===== src/rtl/sample_jitter_pipe_if.sv =====
// Bundle handshake interface for the sample-jitter stage.
// Sample word layout: lane l, axis a (0 = x, 1 = y) lives at bits [(2*l+a)*SIGFIG +: SIGFIG].
interface sample_jitter_pipe_if #(
  parameter int SIGFIG = 24,
  parameter int VERTS  = 3,
  parameter int AXIS   = 3,
  parameter int COLORS = 3,
  parameter int SAMPS  = 4
);
  logic                          valid;
  logic                          ready;
  logic [SIGFIG*VERTS*AXIS-1:0]  tri_data;
  logic [SIGFIG*COLORS-1:0]      color_data;
  logic [SIGFIG*2*SAMPS-1:0]     sample_data;
  logic [SAMPS-1:0]              samp_valid;

  modport master (
    output valid, tri_data, color_data, sample_data, samp_valid,
    input  ready
  );

  modport slave (
    input  valid, tri_data, color_data, sample_data, samp_valid,
    output ready
  );
endinterface


===== src/rtl/sample_jitter_pipe.sv =====
// Stallable sample-jitter stage: XOR-fold hash (optionally seeded) is OR'd into
// the fractional bits of every sample, then the bundle rides a PIPE_DEPTH-deep
// elastic valid/ready pipeline. Bundles with no valid lanes may be squashed.
module sample_jitter_pipe #(
  parameter int SIGFIG     = 24,
  parameter int RADIX      = 10,
  parameter int VERTS      = 3,
  parameter int AXIS       = 3,
  parameter int COLORS     = 3,
  parameter int SAMPS      = 4,
  parameter int PIPE_DEPTH = 2,
  parameter int HASH_DROP  = 4,
  parameter int HASH_W     = RADIX - 2
) (
  input  logic                    clk,
  input  logic                    rst,
  sample_jitter_pipe_if.slave     src,
  sample_jitter_pipe_if.master    dst,
  input  logic [3:0]              subSample,
  input  logic [1:0]              jit_mode,
  input  logic                    squash_en,
  input  logic                    seed_load,
  input  logic [2*HASH_W-1:0]     seed_in,
  output logic                    err_subsample
);

  localparam int TRI_W = SIGFIG * VERTS * AXIS;
  localparam int COL_W = SIGFIG * COLORS;
  localparam int SMP_W = SIGFIG * 2 * SAMPS;
  localparam int DW    = TRI_W + COL_W + SMP_W + SAMPS;
  localparam int HIN_W = 2 * (SIGFIG - HASH_DROP);
  localparam int NCH   = (HIN_W + HASH_W - 1) / HASH_W;
  localparam int PAD_W = NCH * HASH_W;
  localparam int JSH   = RADIX - HASH_W;
  localparam int LAST  = PIPE_DEPTH - 1;
  localparam logic [HASH_W-1:0] ONES = '1;

  logic [SMP_W-1:0]    jit_sample;
  logic [HASH_W-1:0]   mask;
  logic                sel_ok;
  logic [2*HASH_W-1:0] seed_q;
  logic [PIPE_DEPTH-1:0] stage_v;
  logic [PIPE_DEPTH-1:0] ready_at;
  logic [DW-1:0]       stage_data [PIPE_DEPTH];
  logic                accept;
  logic                push;

  // Zero-pad at the MSB to whole chunks, then XOR all chunks together.
  function automatic logic [HASH_W-1:0] fold(input logic [HIN_W-1:0] h);
    logic [PAD_W-1:0]  p;
    logic [HASH_W-1:0] acc;
    p   = PAD_W'(h);
    acc = '0;
    for (int c = 0; c < NCH; c++) acc ^= p[c*HASH_W +: HASH_W];
    return acc;
  endfunction

  // Own coordinate sits in the low field of the hash input, the other axis above it.
  function automatic logic [SIGFIG-1:0] jitter_axis(
    input logic [SIGFIG-1:0] own,
    input logic [SIGFIG-1:0] other,
    input logic [HASH_W-1:0] seed_axis,
    input logic [1:0]        mode,
    input logic [HASH_W-1:0] m
  );
    logic [HASH_W-1:0] f;
    logic [HASH_W-1:0] j;
    f = fold({other[SIGFIG-1:HASH_DROP], own[SIGFIG-1:HASH_DROP]});
    case (mode)
      2'd0:    j = '0;
      2'd1:    j = f;
      2'd2:    j = f ^ seed_axis;
      default: j = seed_axis;
    endcase
    return own | (SIGFIG'(j & m) << JSH);
  endfunction

  // MSAA select picks how many jitter bits survive; a bad select kills jitter.
  always_comb begin
    mask   = '0;
    sel_ok = 1'b1;
    case (subSample)
      4'b1000: mask = ONES;
      4'b0100: mask = ONES >> 1;
      4'b0010: mask = ONES >> 2;
      4'b0001: mask = ONES >> 3;
      default: sel_ok = 1'b0;
    endcase
  end

  // Jitter every lane at the input, regardless of lane valid.
  always_comb begin
    jit_sample = '0;
    for (int l = 0; l < SAMPS; l++) begin
      jit_sample[2*l*SIGFIG +: SIGFIG] = jitter_axis(
        src.sample_data[2*l*SIGFIG +: SIGFIG],
        src.sample_data[(2*l+1)*SIGFIG +: SIGFIG],
        seed_q[HASH_W-1:0], jit_mode, mask);
      jit_sample[(2*l+1)*SIGFIG +: SIGFIG] = jitter_axis(
        src.sample_data[(2*l+1)*SIGFIG +: SIGFIG],
        src.sample_data[2*l*SIGFIG +: SIGFIG],
        seed_q[2*HASH_W-1:HASH_W], jit_mode, mask);
    end
  end

  // Stall chain: a stage may load when it is empty or its content moves on.
  always_comb begin : ready_chain
    logic r;
    ready_at       = '0;
    r              = !stage_v[LAST] || dst.ready;
    ready_at[LAST] = r;
    for (int i = LAST - 1; i >= 0; i--) begin
      r           = !stage_v[i] || r;
      ready_at[i] = r;
    end
  end

  assign accept    = src.valid && ready_at[0];
  assign push      = accept && !(squash_en && (src.samp_valid == '0));
  assign src.ready = ready_at[0];

  assign dst.valid       = stage_v[LAST];
  assign dst.samp_valid  = stage_data[LAST][SAMPS-1:0];
  assign dst.sample_data = stage_data[LAST][SAMPS +: SMP_W];
  assign dst.color_data  = stage_data[LAST][SAMPS+SMP_W +: COL_W];
  assign dst.tri_data    = stage_data[LAST][SAMPS+SMP_W+COL_W +: TRI_W];

  // Seed register, sticky select error and the elastic pipeline stages.
  always_ff @(posedge clk) begin
    if (rst) begin
      seed_q        <= '0;
      err_subsample <= 1'b0;
      stage_v       <= '0;
      for (int i = 0; i < PIPE_DEPTH; i++) stage_data[i] <= '0;
    end else begin
      if (seed_load) seed_q <= seed_in;
      if (accept && !sel_ok) err_subsample <= 1'b1;
      if (ready_at[0]) begin
        stage_v[0] <= push;
        if (push)
          stage_data[0] <= {src.tri_data, src.color_data, jit_sample, src.samp_valid};
      end
      for (int i = 1; i < PIPE_DEPTH; i++) begin
        if (ready_at[i]) begin
          stage_v[i] <= stage_v[i-1];
          if (stage_v[i-1]) stage_data[i] <= stage_data[i-1];
        end
      end
    end
  end

endmodule


===== src/flat_wrapper.sv =====
// flat-port wrapper written by rule: the top's interface ports become plain ports
module sample_jitter_pipe_flat 
#(
  parameter int SIGFIG     = 24,
  parameter int RADIX      = 10,
  parameter int VERTS      = 3,
  parameter int AXIS       = 3,
  parameter int COLORS     = 3,
  parameter int SAMPS      = 4,
  parameter int PIPE_DEPTH = 2,
  parameter int HASH_DROP  = 4,
  parameter int HASH_W     = RADIX - 2
)
  (clk, rst, subSample, jit_mode, squash_en, seed_load, seed_in, err_subsample, src_valid, src_tri_data, src_color_data, src_sample_data, src_samp_valid, src_ready, dst_valid, dst_tri_data, dst_color_data, dst_sample_data, dst_samp_valid, dst_ready);
  sample_jitter_pipe_if #(.SIGFIG(SIGFIG), .VERTS(VERTS), .AXIS(AXIS), .COLORS(COLORS), .SAMPS(SAMPS)) src_i ();
  sample_jitter_pipe_if #(.SIGFIG(SIGFIG), .VERTS(VERTS), .AXIS(AXIS), .COLORS(COLORS), .SAMPS(SAMPS)) dst_i ();
  input  logic clk;
  input  logic rst;
  input  logic [3:0] subSample;
  input  logic [1:0] jit_mode;
  input  logic squash_en;
  input  logic seed_load;
  input  logic [2*HASH_W-1:0] seed_in;
  output logic err_subsample;
  input wire logic [$bits(src_i.valid)-1:0] src_valid;
  input wire logic [$bits(src_i.tri_data)-1:0] src_tri_data;
  input wire logic [$bits(src_i.color_data)-1:0] src_color_data;
  input wire logic [$bits(src_i.sample_data)-1:0] src_sample_data;
  input wire logic [$bits(src_i.samp_valid)-1:0] src_samp_valid;
  output wire logic [$bits(src_i.ready)-1:0] src_ready;
  output wire logic [$bits(dst_i.valid)-1:0] dst_valid;
  output wire logic [$bits(dst_i.tri_data)-1:0] dst_tri_data;
  output wire logic [$bits(dst_i.color_data)-1:0] dst_color_data;
  output wire logic [$bits(dst_i.sample_data)-1:0] dst_sample_data;
  output wire logic [$bits(dst_i.samp_valid)-1:0] dst_samp_valid;
  input wire logic [$bits(dst_i.ready)-1:0] dst_ready;
  assign src_i.valid = src_valid;
  assign src_i.tri_data = src_tri_data;
  assign src_i.color_data = src_color_data;
  assign src_i.sample_data = src_sample_data;
  assign src_i.samp_valid = src_samp_valid;
  assign src_ready = src_i.ready;
  assign dst_valid = dst_i.valid;
  assign dst_tri_data = dst_i.tri_data;
  assign dst_color_data = dst_i.color_data;
  assign dst_sample_data = dst_i.sample_data;
  assign dst_samp_valid = dst_i.samp_valid;
  assign dst_i.ready = dst_ready;
  sample_jitter_pipe #(.SIGFIG(SIGFIG), .RADIX(RADIX), .VERTS(VERTS), .AXIS(AXIS), .COLORS(COLORS), .SAMPS(SAMPS), .PIPE_DEPTH(PIPE_DEPTH), .HASH_DROP(HASH_DROP), .HASH_W(HASH_W)) u_core (.clk(clk), .rst(rst), .src(src_i), .dst(dst_i), .subSample(subSample), .jit_mode(jit_mode), .squash_en(squash_en), .seed_load(seed_load), .seed_in(seed_in), .err_subsample(err_subsample));
endmodule

===== config.mk =====
export PLATFORM = sky130hd
export DESIGN_NAME = sample_jitter_pipe_flat
export DESIGN_NICKNAME = d
export VERILOG_FILES = /design/src/rtl/sample_jitter_pipe_if.sv /design/src/rtl/sample_jitter_pipe.sv /design/src/flat_wrapper.sv
export SDC_FILE = /design/constraint.sdc
export NUM_CORES = 1
export LEC_CHECK = 0
export CAP_MARGIN = 40
export CORE_AREA = 2 2 392 394
export DETAILED_ROUTE_END_ITERATION = 8
export DIE_AREA = 0 0 394 396
export DONT_BUFFER_PORTS = 1
export PLACE_DENSITY = 0.47
export SETUP_SLACK_MARGIN = 0.15
export SYNTH_ARGS = -nofsm -noshare
export SYNTH_HDL_FRONTEND = slang
export SYNTH_SLANG_ARGS = --single-unit

===== constraint.sdc =====
create_clock -name clk -period 13.2 [get_ports clk]
set_input_delay 1.32 -clock clk [delete_from_list [all_inputs] [get_ports clk]]
set_output_delay 1.32 -clock clk [all_outputs]
set_load 0.02 [all_outputs]

# After elaboration in Yosys (flattened, before gate mapping)
# Memory sizes are Yosys's and may differ from the RTL's.
# Cells that the tools add are included.
# word_totals
reg_bits	19
ramBits	968
word_cells	104
memories	1
# classes
eq_ne	6
n_mux	22
bitwise_logic	58
reduce_logical	13
# mem_list
name	words	width	rd	rd_clocked_by_memory_dff	write_ports	line	text
u_core.stage_data	2	484	2	0	2	sample_jitter_pipe.sv:44	logic [DW-1:0] stage_data [PIPE_DEPTH];
# ops
operator	n
$mux 484	2
$xor 8x8->8	40
$or 24x24->24	8
$pmux 8 s3	8
$and 8x8->8	8
$pmux 8 s4	1
$mux 1	11
$eq 4x1->1 const B	1
$eq 4x2->1 const B	1
$eq 4x3->1 const B	1
$eq 4x4->1 const B	1
$logic_and 1x1->1	4
$logic_not 1->1	4
$logic_not 4->1	1
$reduce_or 4->1	1
$eq 2x1->1 const B	1
$eq 2x2->1 const B	1
$logic_not 2->1	1
$logic_or 1x1->1	2
$or 1x1->1	2

# Depth between registers and ports, before layout
# depth
depth_word	10
depth_mapped	7

# Least setup slack after synthesis
# No wires, ideal clock.
# synth_timing
path_type	input-to-reg
start	input port rst
end	memory u_core.stage_data[0][484] in the netlist's numbering, enable pin
t_arrival_ns	13.161
t_required_ns	12.261
slack_ns	-0.900
cell_stages	2
n_path_buf	1
path_cell_list	clkbuf_1 -> nand2b_1
# synth_lines
element	line	text
start, declared	flat_wrapper.sv:18	input logic rst;
end, declared	sample_jitter_pipe.sv:44	

==> out/qor.yml <==
max_freq_ghz: 0.2540
end_kind: "flop"
final_util: 0.3008
async_flop_share: 0
hold_depth: 1
cap_violations: 0
die_h_um: 396
via_per_inst: 4.210
r2r_setup_slack_ns: 9.36
total_power_uw: 7550
setup_viol: 0
path_clk_slew_ns: 0.06
fin_crit_sh: 0.2983
grt_max_degree: 214
slew-limit-headroom: 0.2933
synth_area_leaders: "edfxtp_1 (67%), and2_1 (13%), buf_4 (8.6%)"
first_iter_violations: 1470
syn-cell-area_mm2: 0.04316
synth.most_common_cell: "edfxtp_1"
die_x_um: 394
drc: 0
drive_gt1_frac: 0.08337
grt_pass1_vias: 19490
nFillCells: 15120
ys_warn_count: 0
ys.flop_type: "edfxtp_1"
peakVddDrop_mv: 0.1034
cts_setup_buffers: 0
clockBufferDepth: 3
worstHoldStart: "u_core.stage_data[0][287]"
synth-edff-count: 968
drt_wl_total_mm: 123.3
hold_viol: 0
syn-num-nets: 3503
tritoncts: "done"
final.setup.tns_ns: 0
die-area_mm2: 0.1560
cts_made_buffers: 112
htree_levels: 3
place_area_mm2: 0.04193
dp.cells: 4439
synth_cell_types: 40
routedWlPerCell_um: 26.36
antenna_found_initial: 65
dp_hpwl_mm: 89.95
yosysTopAreaCell: "edfxtp_1"
yosys_register_bits: 987
place_congestion: 0.8061
ios: 999
status: "finished clean"
start_util: 0.2848
ant_nets: 0
r2r-end: "u_core.stage_data[0][956]"
ctsResizeCount: 0
critPathMaxFanout: 63
maxSlewViolCount: 0
rows: 143
syn-mean-instance-area_um2: 14.43
layout.cells.non_filler: 4679
worstPathRequired_ns: 13.53
grt_pass1_wl_mm: 165.8
rsz0062_at_grt: "no"
grt_overflow: 0
synth.yosys.seq_area_share: 0.6823
post-route-min-period_ns: 3.937
cts.sinks: 987
clkLatencyLatePin_ns: 0.72
track_usage: 0.1527
r2r_cells: 7
cts_hold_buffers: 0
p_leak_uw: 0.01691
tightest_slew_ns: 1.060
cts_root_buf: "clkbuf_16"
hp-class: "reg2reg"
path_class: "in2reg"
fin_skew_ns: 0.04249
worstHoldEndpoint: "u_core.stage_data[0][771]"
synth_common_cells: "edfxtp_1 (968), and2_1 (906), buf_4 (495), clkbuf_1 (67), nor2_1 (64)"
area_growth_pct: 5.633
r2r-start: "u_core.stage_v[1]"
vias: 19700
final_nets: 3035
port_buffers: 0
p_per_area_mw_per_mm2: 165.6
synth_top_area_share: 0.6735
first_pass_iters: 5
core-area_mm2: 0.1515
arrival_ns: 4.26
crit_path_start_kind: "input port"
syn_inst: 2991
fin_area_mm2: 0.04559
==> state kept, by name, summed over array words and instances (netlist names) <==
register              flops
u_core.stage_v            2
u_core.err_subsample      1
u_core.seed_q            16
u_core.stage_data       968
==> worst max-delay path: stages <==
cell and delay (ns):
nor2b_1 0.06, nand2b_1 0.25, nand2b_4 0.44, buf_4 0.65, buf_4 0.35, buf_16 0.31
buf_4 0.69
==> metrics by stage <==
step,hold WS (ns),setup WS (ns)
after floorplan,0.4611,0.8815
after global placement,0.4800,8.236
after detailed placement,0.4908,8.488
after CTS,0.4858,9.297
after global routing,0.5153,9.097
final,0.4897,9.263
==> routing by layer <==
layer | global-route usage | share of wire | vias up
met3 | 0.07028 | 0.10 | 241
met1 | 0.1751 | 0.38 | 9700
met2 | 0.2508 | 0.48 | 802
li1 | - | - | 8914
met4 | 0.05268 | 0.033 | 42
met5 | 0 | 0.0023 | -
==> layout by cell type (no fill, tap or decap), types with 18 or more instances in the layout <==
cell       count
nor2_1        64
clkinv_1      22
clkinv_2      20
o21ai_0       49
xor2_1        24
diode_2       34
xnor3_1       32
clkbuf_1      25
a21oi_1       41
xnor2_1       36
buf_4         20
mux2i_1       57
dfxtp_1       19
and2_1       906
clkbuf_16    113
edfxtp_1     968
nor4_1        18
==> power breakdown <==
part / internal (uW) / switching, uW / total [uW]
clock: 1740 / 1320 / 3060
sequential: 3750 / 271 / 4020
combinational: 179 / 295 / 474
total: 5660 / 1890 / 7550
==> cell families after synthesis <==
kind of cell | share of synthesized area
DFF | 0.6823
buffers and inverters | 0.09967
muxes | 0.01739
xor gates and xnor gates | 0.03076
and+or+nand+nor | 0.1491
AOI/OAI and AO/OA | 0.02079
==> worst max-delay path by stage <==
stage,start,endpoint,slack (ns)
finish,dst_ready,u_core.stage_data[0][956],9.26
global route,dst_ready,u_core.stage_data[0][805],9.10
CTS,dst_ready,u_core.stage_data[0][805],9.30
detailed placement,src_samp_valid[1],u_core.stage_data[0][29],8.49
global placement,src_samp_valid[1],u_core.stage_data[0][286],8.24
floorplan,rst,u_core.stage_data[0][0],0.88
==> area by class of cell <==
cell class              instances  area (um2)  area share
diodes                         34       85.08    0.001866
clock buffers                 138        2922     0.06408
clock inverters                68       650.6     0.01427
inverters                       9       33.78   0.0007410
multi-input cells            1379        9448      0.2072
flip-flops and latches        987       29450      0.6459
well taps                    2030        2540     0.05571
repair buffers                 34       462.9     0.01015
Note: power is estimated with default switching activity, not from simulation.
